**config.mk**
```make
export PLATFORM = sky130hd
export DESIGN_NAME = edu_token_collect_flat
export DESIGN_NICKNAME = d
export VERILOG_FILES = /design/src/rtl/edu_token_collect_if.sv /design/src/rtl/edu_token_collect.sv /design/src/flat_wrapper.sv
export SDC_FILE = /design/constraint.sdc
export NUM_CORES = 1
export LEC_CHECK = 0
export CORE_UTILIZATION = 48
export DETAILED_ROUTE_END_ITERATION = 10
export PLACE_DENSITY_LB_ADDON = 0.12
export SLEW_MARGIN = 30
export SYNTH_ARGS = -nofsm -noshare
export SYNTH_HDL_FRONTEND = slang
export SYNTH_SLANG_ARGS = --single-unit
```
**constraint.sdc**
```tcl
create_clock -name clk -period 5.48 [get_ports clk]
set_input_delay 1.644 -clock clk [delete_from_list [all_inputs] [get_ports clk]]
set_output_delay 1.644 -clock clk [all_outputs]
set_load 0.03 [all_outputs]
```
**src/rtl/edu_token_collect_if.sv**
```systemverilog
// Handshake and status bundle between the token collector, its token source
// and the lowest-row token selector.
interface edu_token_collect_if #(
    parameter int NUM_ROWS = 7,
    parameter int ROW_W    = 3,
    parameter int CNT_W    = 3
);
    logic                start;
    logic                collect_done;
    logic                token_in_valid;
    logic [ROW_W-1:0]    token_in_row;
    logic                token_in_ready;
    logic                grant_valid;
    logic [NUM_ROWS-1:0] grant_onehot;
    logic                grant_ready;
    logic [NUM_ROWS-1:0] token_exist_rows;
    logic [CNT_W-1:0]    token_cnt;
    logic [1:0]          phase;
    logic                drain_done;
    logic                err;

    modport master (
        output start, collect_done, token_in_valid, token_in_row,
        output grant_valid, grant_onehot,
        input  token_in_ready, grant_ready, token_exist_rows, token_cnt,
        input  phase, drain_done, err
    );

    modport slave (
        input  start, collect_done, token_in_valid, token_in_row,
        input  grant_valid, grant_onehot,
        output token_in_ready, grant_ready, token_exist_rows, token_cnt,
        output phase, drain_done, err
    );
endinterface

```
**src/rtl/edu_token_collect.sv**
```systemverilog
// Collects per-row token arrivals into an occupancy vector, then drains it one
// selector grant at a time; phases keep set and clear from ever colliding.
module edu_token_collect #(
    parameter int NUM_ROWS = 7,
    parameter int ROW_W    = 3,
    parameter int CNT_W    = 3
) (
    input  logic              clk,
    input  logic              rst,
    edu_token_collect_if.slave bus
);
    typedef enum logic [1:0] {
        PH_IDLE    = 2'd0,
        PH_COLLECT = 2'd1,
        PH_DRAIN   = 2'd2
    } phase_e;

    phase_e              phase_q, phase_d;
    logic [NUM_ROWS-1:0] rows_q, rows_d;
    logic [CNT_W-1:0]    cnt_q, cnt_d;
    logic                err_q, err_d;
    logic                drain_done_q, drain_done_d;

    logic [NUM_ROWS-1:0] set_mask;
    logic                row_in_range;
    logic                row_dup;
    logic                grant_single;
    logic                grant_held;

    // Row decode: an out-of-range index matches no row, so the mask stays zero.
    generate
        for (genvar gi = 0; gi < NUM_ROWS; gi++) begin : g_row_dec
            assign set_mask[gi] = (bus.token_in_row == ROW_W'(gi));
        end
    endgenerate

    assign row_in_range = |set_mask;
    assign row_dup      = |(set_mask & rows_q);
    assign grant_single = (|bus.grant_onehot) &&
                          ((bus.grant_onehot & (bus.grant_onehot - NUM_ROWS'(1))) == '0);
    assign grant_held   = (bus.grant_onehot & ~rows_q) == '0;

    always_ff @(posedge clk) begin
        if (!rst) begin
            phase_q      <= PH_IDLE;
            rows_q       <= '0;
            cnt_q        <= '0;
            err_q        <= 1'b0;
            drain_done_q <= 1'b0;
        end else begin
            phase_q      <= phase_d;
            rows_q       <= rows_d;
            cnt_q        <= cnt_d;
            err_q        <= err_d;
            drain_done_q <= drain_done_d;
        end
    end

    always_comb begin
        phase_d      = phase_q;
        rows_d       = rows_q;
        cnt_d        = cnt_q;
        err_d        = err_q;
        drain_done_d = 1'b0;
        unique case (phase_q)
            PH_IDLE: begin
                if (bus.start) phase_d = PH_COLLECT;
            end
            PH_COLLECT: begin
                if (bus.token_in_valid) begin
                    if (!row_in_range || row_dup) begin
                        err_d = 1'b1;
                    end else begin
                        rows_d = rows_q | set_mask;
                        cnt_d  = cnt_q + CNT_W'(1);
                    end
                end
                if (bus.collect_done) phase_d = PH_DRAIN;
            end
            PH_DRAIN: begin
                // An empty vector ends the drain even on the first DRAIN cycle.
                if (rows_q == '0) begin
                    phase_d      = PH_IDLE;
                    drain_done_d = 1'b1;
                end else if (bus.grant_valid) begin
                    if (grant_single && grant_held) begin
                        rows_d = rows_q & ~bus.grant_onehot;
                        cnt_d  = cnt_q - CNT_W'(1);
                    end else begin
                        err_d = 1'b1;
                    end
                end
            end
            default: phase_d = PH_IDLE;
        endcase
    end

    assign bus.token_in_ready   = (phase_q == PH_COLLECT);
    assign bus.grant_ready      = (phase_q == PH_DRAIN);
    assign bus.token_exist_rows = rows_q;
    assign bus.token_cnt        = cnt_q;
    assign bus.phase            = phase_q;
    assign bus.drain_done       = drain_done_q;
    assign bus.err              = err_q;
endmodule
```
**src/flat_wrapper.sv**
```systemverilog
// flat-port wrapper written by rule: the top's interface ports become plain ports
module edu_token_collect_flat 
#(
    parameter int NUM_ROWS = 7,
    parameter int ROW_W    = 3,
    parameter int CNT_W    = 3
)
  (clk, rst, bus_start, bus_collect_done, bus_token_in_valid, bus_token_in_row, bus_grant_valid, bus_grant_onehot, bus_token_in_ready, bus_grant_ready, bus_token_exist_rows, bus_token_cnt, bus_phase, bus_drain_done, bus_err);
  edu_token_collect_if #(.NUM_ROWS(NUM_ROWS), .ROW_W(ROW_W), .CNT_W(CNT_W)) bus_i ();
  input  logic clk;
  input  logic rst;
  input wire logic [$bits(bus_i.start)-1:0] bus_start;
  input wire logic [$bits(bus_i.collect_done)-1:0] bus_collect_done;
  input wire logic [$bits(bus_i.token_in_valid)-1:0] bus_token_in_valid;
  input wire logic [$bits(bus_i.token_in_row)-1:0] bus_token_in_row;
  input wire logic [$bits(bus_i.grant_valid)-1:0] bus_grant_valid;
  input wire logic [$bits(bus_i.grant_onehot)-1:0] bus_grant_onehot;
  output wire logic [$bits(bus_i.token_in_ready)-1:0] bus_token_in_ready;
  output wire logic [$bits(bus_i.grant_ready)-1:0] bus_grant_ready;
  output wire logic [$bits(bus_i.token_exist_rows)-1:0] bus_token_exist_rows;
  output wire logic [$bits(bus_i.token_cnt)-1:0] bus_token_cnt;
  output wire logic [$bits(bus_i.phase)-1:0] bus_phase;
  output wire logic [$bits(bus_i.drain_done)-1:0] bus_drain_done;
  output wire logic [$bits(bus_i.err)-1:0] bus_err;
  assign bus_i.start = bus_start;
  assign bus_i.collect_done = bus_collect_done;
  assign bus_i.token_in_valid = bus_token_in_valid;
  assign bus_i.token_in_row = bus_token_in_row;
  assign bus_i.grant_valid = bus_grant_valid;
  assign bus_i.grant_onehot = bus_grant_onehot;
  assign bus_token_in_ready = bus_i.token_in_ready;
  assign bus_grant_ready = bus_i.grant_ready;
  assign bus_token_exist_rows = bus_i.token_exist_rows;
  assign bus_token_cnt = bus_i.token_cnt;
  assign bus_phase = bus_i.phase;
  assign bus_drain_done = bus_i.drain_done;
  assign bus_err = bus_i.err;
  edu_token_collect #(.NUM_ROWS(NUM_ROWS), .ROW_W(ROW_W), .CNT_W(CNT_W)) u_core (.clk(clk), .rst(rst), .bus(bus_i));
endmodule
```
==> qor.yml, run 1 <==
outcome:
  status: "complete, no violations"
final_layout:
  seqCellArea_um2: 280.3
  num-nets-final: 173
  layout-drive-gt1-share_pct: 5.806
  diodes: 0
  multi_input_area_um2: 604.3
  fin_util_pct: 72.57
  fillers: 157
  design_area_um2: 1308
  stdcell_count: 180
  syn_to_final_growth_pct: 37.14
worst_setup_path:
  cp.arrival_ns: 3.91
  r2r_start: "u_core.bus.phase[0]$_SDFFE_PN0P_"
  rr_endpoint: "u_core.bus.token_cnt[2]$_SDFFE_PN0P_"
  cp_num_cells: 6
  r2r_cells: 6
  required_ns: 5.67
  cp-start-kind: "input port"
  crit_path_end_kind: "flip-flop"
  ff2ff_setup_slack_ns: 3.44
  cp_num_buf_inv: 1
  slowest_stage: "or4_4"
  crit_chain: "clkdlybuf4s50_1 > or4_4 > o21a_1 > or3_1 > o41ai_1 > a21oi_1"
  slowest_delay_ns: 0.59
  worstPathMaxFanout: 6
  crit_type: "input port to flip-flop"
  critical_path.top_delay_family: "simple AND/OR/NAND/NOR gates"
global_routing:
  grt_use_total_pct: 29.18
  grt_first_pass_wirelength_mm: 4.388
  grt_antenna_before_repair: 0
  grt_max_degree: 13
  grt_pass1_vias: 991
  overflow: 0
synth:
  yosys.area_share.simple_pct: 29.13
  ys_seq_area_share_pct: 29.40
  synth-seq-cells: 14
  synth_most_common_cell: "dfxtp_1"
  yosysTopAreaCell: "dfxtp_1"
  synth_xor_area_share_pct: 0.9186
  synthFlopType: "dfxtp_1"
  synth_edf_count: 0
  synth_compound_area_share_pct: 27.03
  muxShareOfSynthArea_pct: 4.199
  yosys.area.top_type_share_pct: 29.40
  syn_nets: 141
  avgSynthCellArea_um2: 7.689
  synth_cells: 124
  ys_async_sr_fraction_pct: 0
  synth_area_um2: 953.4
  yosysWarnings: 0
  ys_top_cells_by_count: "dfxtp_1 (14), inv_1 (12), nand2_1 (10), nor2_1 (10)"
  synth_top_family_by_area: "simple AND/OR/NAND/NOR gates"
  yosys.cell_types.count: 38
  synth_area_leaders: "dfxtp_1 (29%), a21oi_1 (4.7%), o21ai_0 (4.7%)"
  synth-adder-area-share_pct: 2.100
min_path:
  whs_endpoint: "u_core.bus.token_cnt[2]$_SDFFE_PN0P_"
  whs_path_depth: 2
  hold_class: "flip-flop to flip-flop"
  min_from: "u_core.bus.token_cnt[2]$_SDFFE_PN0P_"
clock_tree:
  htree_num_levels: 1
  tritoncts: "yes"
  clk_latency_ns: 0.30
  cts_made_buffers: 3
  cts-resized-gates: 0
  ctsRootBufferMaster: "clkbuf_4"
  cts_buffer_depth: 2
  post-cts-setup-buffers: 0
  cts.sinks: 14
  cts_hold_buf: 0
  clkTransAtPathRegs_ns: 0.10
sta:
  skew_ns: 0.004923
  post-route-period-util_pct: 67.89
  slew_viol_final: 0
  slew-limit-headroom_pct: 55.14
  holdWs_ns: 0.4788
  hold_viol: 0
  rsz0062_at_grt: "false"
  worstMarginPinSlew_ns: 0.6644
  finalSetupViolations: 0
  clock.fmax_ghz: 0.2688
  finalSetupTns_ns: 0
  period_minus_slack_ns: 3.720
die:
  io-pin-count: 32
  start_util_pct: 52.92
  die_area_um2: 2168
  fp.dieW_um: 46.57
  row_count: 15
  die_y_um: 46.57
  core-area_um2: 1802
drt:
  vias: 1111
  drc: 0
  wirelength_mm: 2.743
  routed_via_density: 6.172
  detail-route-antenna-nets: 0
  wl_per_cell_um: 15.24
  dr.pass1.iters: 4
  drtIter0Drc: 67
placement:
  dp.cells: 176
  place_congestion: 0.8888
  io_buffers: 31
  place_area_um2: 1271
  hpwlAfterDp_mm: 2.093
pwr:
  max-vdd-ir-drop_uv: 153.0
  cellLeakagePower_nw: 0.4648
  powerDensity_nw_per_um2: 194.3
job:
  maxCapViolCount: 0
==> layer usage <==
metal	share of wire [%]	up-vias	GRT usage [%]
met1	42	505	37.74
met5	0	-	0
met4	2.8	0	17.65
li1	-	524	-
met3	9.6	10	5.490
met2	45	72	44.17
==> registers in the layout (all words and copies together), names as in the netlist <==
| signal | flops |
|---|---|
| u_core.bus.drain_done | 1 |
| u_core.bus.err | 1 |
| u_core.bus.phase | 2 |
| u_core.bus.token_cnt | 3 |
| u_core.bus.token_exist_rows | 7 |
==> cell families after synthesis <==
family	Yosys count
compound gates	38
xor+xnor	1
fa+ha+maj	1
buf+inv	16
flops	14
mux	4
simple gates	50
==> through the flow <==
stage	worst slack, ns	power [W]
floorplan	2.143	0.0001456
global placement	1.510	0.0001726
detailed placement	1.457	0.0001743
CTS	1.775	0.0002536
global route	1.711	0.0002643
finish	1.760	0.0002540
==> worst max path at each step <==
| stage | startpoint | endpoint |
|---|---|---|
| floorplan | bus_grant_onehot[3] | u_core.bus.token_cnt[1]$_SDFFE_PN0P_ |
| global placement | bus_grant_onehot[3] | u_core.bus.token_exist_rows[3]$_SDFFE_PN0P_ |
| detailed placement | bus_grant_onehot[3] | u_core.bus.token_exist_rows[3]$_SDFFE_PN0P_ |
| CTS | bus_grant_onehot[3] | u_core.bus.token_exist_rows[3]$_SDFFE_PN0P_ |
| global route | bus_grant_onehot[3] | u_core.bus.token_exist_rows[3]$_SDFFE_PN0P_ |
| finish | bus_grant_onehot[3] | u_core.bus.token_exist_rows[3]$_SDFFE_PN0P_ |
==> tightest hold or removal path, delay by kind of cell (launching register included) <==
family | cells | cell delay, ns
AND/OR/NAND/NOR | 1 | 0.05
multiplexers | 1 | 0.05
flip-flops | 1 | 0.33
==> cells in the final DEF, fill, tap and decap left out, drive strengths merged, types with 3 or more instances in the layout <==
master / instances
nor3: 5
o21a: 3
dfxtp: 14
nand3: 3
mux2i: 4
nand2b: 4
a21oi: 9
clkbuf: 4
nand2: 10
inv: 12
or3: 5
nor4: 4
clkdlybuf4s50: 31
nor2: 10
o21ai: 9
o41ai: 3
==> where the power goes <==
group	leakage [nW]	switching (W)	internal, W	total, W
Combinational	0.330	0.0000347	0.0000289	0.0000636
Sequential	0.114	0.00000407	0.000105	0.000110
Clock	0.0210	0.0000402	0.0000406	0.0000808
Total	0.465	0.0000790	0.000175	0.000254
==> area by class of cell <==
class                           count  share of cell area (%)
Multi-Input combinational cell     94                   46.22
Timing Repair Buffer               31                   23.73
Sequential cell                    14                   21.44
Inverter                           12                   3.445
Clock buffer                        4                   2.775
Tap cell                           25                   2.392
Power figures use the tool's default switching activity.
==> inputs of run 2 (changes only) <==
--- a/config.mk
+++ b/config.mk
@@ -5,7 +5,7 @@
 export SDC_FILE = /design/constraint.sdc
 export NUM_CORES = 1
 export LEC_CHECK = 0
-export CORE_UTILIZATION = 48
+export CORE_UTILIZATION = 45
 export DETAILED_ROUTE_END_ITERATION = 10
 export PLACE_DENSITY_LB_ADDON = 0.12
 export SLEW_MARGIN = 30
==> constraint.sdc (replaced) <==
create_clock -name clk -period 3.5 [get_ports clk]
set_input_delay 1.05 -clock clk [delete_from_list [all_inputs] [get_ports clk]]
set_output_delay 1.05 -clock clk [all_outputs]
set_load 0.03 [all_outputs]
==> run 2 against run 1 <==
Effect of this change: clock-buffer cell count unchanged; sequential cell count unchanged; non-clock buffer count increased by 2; first-iteration DRC count decreased by 34%; final area increased by 1.3%; global-route usage decreased by 2.5 points; register-to-register slack got worse by 1.9 ns; clock skew decreased by 0.0011 ns; critical path depth unchanged; highest routed layer unchanged.
==> qor.yml, run 2 (synthesized netlist as in run 1, its figures left out) <==
placement:
  place_congestion: 0.9261  # was 0.8888
  io_buffers: 31  # unchanged
  dp.cells: 180  # was 176
  hpwlAfterDp_mm: 2.086  # was 2.093 mm
  place_ws_ns: 0.1817  # was 1.457 ns
min_path:
  min_from: "u_core.bus.token_cnt[2]$_SDFFE_PN0P_"  # unchanged
  hold_class: "flip-flop to flip-flop"  # unchanged
final_layout:
  final_common_cell: "clkdlybuf4s50_1"  # unchanged
  final_cell_mix: "clkdlybuf4s50_1 (31), dfxtp_1 (14), inv_1 (12), nand2_1 (10), nor2_1 (10)"  # unchanged
  syn_to_final_growth_pct: 38.98  # was 37.14%
  fin_util_pct: 66.86  # was 72.57%
  num-nets-final: 175  # was 173
  diodes: 0  # unchanged
  layout-drive-gt1-share_pct: 7.006  # was 5.806%
  stdcell_count: 184  # was 180
  largest_reg_flops: 7  # unchanged
worst_setup_path:
  slowest_delay_ns: 0.59  # about the same
  cp.arrival_ns: 3.23  # was 3.91 ns
  required_ns: 3.66  # was 5.67 ns
  worstPathMaxFanout: 6  # unchanged
  crit_path_end_kind: "flip-flop"  # unchanged
  slowest_stage: "or4_4"  # unchanged
  crit_type: "input port to flip-flop"  # unchanged
  critical_path.top_delay_family: "simple AND/OR/NAND/NOR gates"  # unchanged
  crit_chain: "clkdlybuf4s50_1 > or4_4 > o21a_1 > or3_1 > nor3_1 > o21ai_0"  # was clkdlybuf4s50_1 > or4_4 > o21a_1 > or3_1 > o41ai_1 > a21oi_1
  r2r_start: "u_core.bus.phase[0]$_SDFFE_PN0P_"  # unchanged
  cp-start-kind: "input port"  # unchanged
  startpoint: "bus_grant_onehot[3]"  # unchanged
  cp_num_buf_inv: 1  # unchanged
pwr:
  powerDensity_nw_per_um2: 296.0  # was 194.3 nW/um^2
  max-vdd-ir-drop_uv: 204.9  # was 153.0 uV
  p_total_w: 0.0003922  # was 0.0002540 W
  cellLeakagePower_nw: 0.4755  # was 0.4648 nW
sta:
  finalSetupViolations: 0  # unchanged
  post-route-period-util_pct: 87.84
  period_minus_slack_ns: 3.074
  slew_viol_final: 0  # unchanged
  worstMarginPinSlew_ns: 0.7040  # was 0.6644 ns
  hold_viol: 0  # unchanged
  skew_ns: 0.003854  # was 0.004923 ns
  finalSetupTns_ns: 0  # unchanged
  clock.fmax_ghz: 0.3253
  rsz0062_at_grt: "false"  # unchanged
  final.setup.worst_slack_ns: 0.4256  # was 1.760 ns
  slew-limit-headroom_pct: 52.47  # was 55.14%
die:
  fp.dieW_um: 48.03  # was 46.57 um
  row_count: 16  # was 15
  start_util_pct: 48.11  # was 52.92%
  die_y_um: 48.03  # was 46.57 um
  core-area_um2: 1982  # was 1802 um^2
  io-pin-count: 32  # unchanged
  die_area_um2: 2307  # was 2168 um^2
clock_tree:
  ctsRootBufferMaster: "clkbuf_4"  # unchanged
  cts_buffer_depth: 2  # unchanged
  cts_hold_buf: 0  # unchanged
  post-cts-setup-buffers: 0  # unchanged
  clkTransAtPathRegs_ns: 0.09  # was 0.10 ns
  cts_made_buffers: 3  # unchanged
  htree_num_levels: 1  # unchanged
  tritoncts: "yes"  # unchanged
  cts-resized-gates: 0  # unchanged
  clk_latency_ns: 0.28  # was 0.30 ns
  cts.sinks: 14  # unchanged
global_routing:
  grt_use_total_pct: 26.71  # was 29.18%
  grt_max_degree: 13  # unchanged
  grt_first_pass_wirelength_mm: 4.181  # was 4.388 mm
  overflow: 0  # unchanged
  grt_pass1_vias: 952  # was 991
  grt_antenna_before_repair: 0  # unchanged
drt:
  drtIter0Drc: 44  # was 67
  routed_via_density: 5.870  # was 6.172
  wl_per_cell_um: 15.16  # was 15.24 um
  dr.pass1.iters: 5  # was 4
  detail-route-antenna-nets: 0  # unchanged
  vias: 1080  # was 1111
  wirelength_mm: 2.789  # was 2.743 mm
  drc: 0  # unchanged
outcome:
  status: "complete, no violations"  # unchanged
job:
  maxCapViolCount: 0  # unchanged
==> run 2: cell count changes in the layout (fill, tap and decap cells not counted), sizes merged <==
| cell | change |
|---|---|
| buf | +2 |
==> run 2: layout make-up <==
class                      count  area, um^2
inverter                      12       45.04
multi-input combinational     94       604.3
timing repair buffer          33       325.3
tap                           27       33.78
clock buffer                   4       36.28
sequential                    14       280.3
fill                         173       656.9
==> run 2: routing by layer <==
metal	part of all wire (%)	GRT usage, %	up-vias
met3	7.9	4.906	8
met2	46	41.35	61
met5	0	0	-
li1	-	-	525
met1	44	34.46	486
met4	2.1	15.56	0
==> run 2: report_power, final <==
| group | switching, W | internal, W |
|---|---|---|
| Clock | 0.0000567 | 0.0000632 |
| Sequential | 0.00000640 | 0.000165 |
| Combinational | 0.0000544 | 0.0000463 |
==> run 2: path summary, 6_finish.rpt <==
check | endpoint | slack [ns] | cells after the start
hold reg to reg | u_core.bus.token_cnt[2]$_SDFFE_PN0P_ | 0.47 | 2
setup / recovery | u_core.bus.token_exist_rows[0]$_SDFFE_PN0P_ | 0.43 | 6
setup reg to reg | u_core.bus.token_cnt[1]$_SDFFE_PN0P_ | 1.52 | 6
hold / removal | u_core.bus.token_cnt[2]$_SDFFE_PN0P_ | 0.47 | 2
==> run 2: metrics by stage <==
stage	hold WS, ns	instance area, um^2
after global placement	0.4486	1289
final	0.4748	1325
after CTS	0.4776	1325
after floorplan	0.5890	953.4
after global routing	0.5013	1325
after detailed placement	0.4648	1289
==> run 2: worst register-to-register path: stages, from the launching register on <==
cell and delay (ns):
dfxtp_1 0.40, nand2b_1 0.29, inv_1 0.18, o221ai_1 0.10, o311ai_0 0.27, or3_1 0.43
o221a_2 0.22
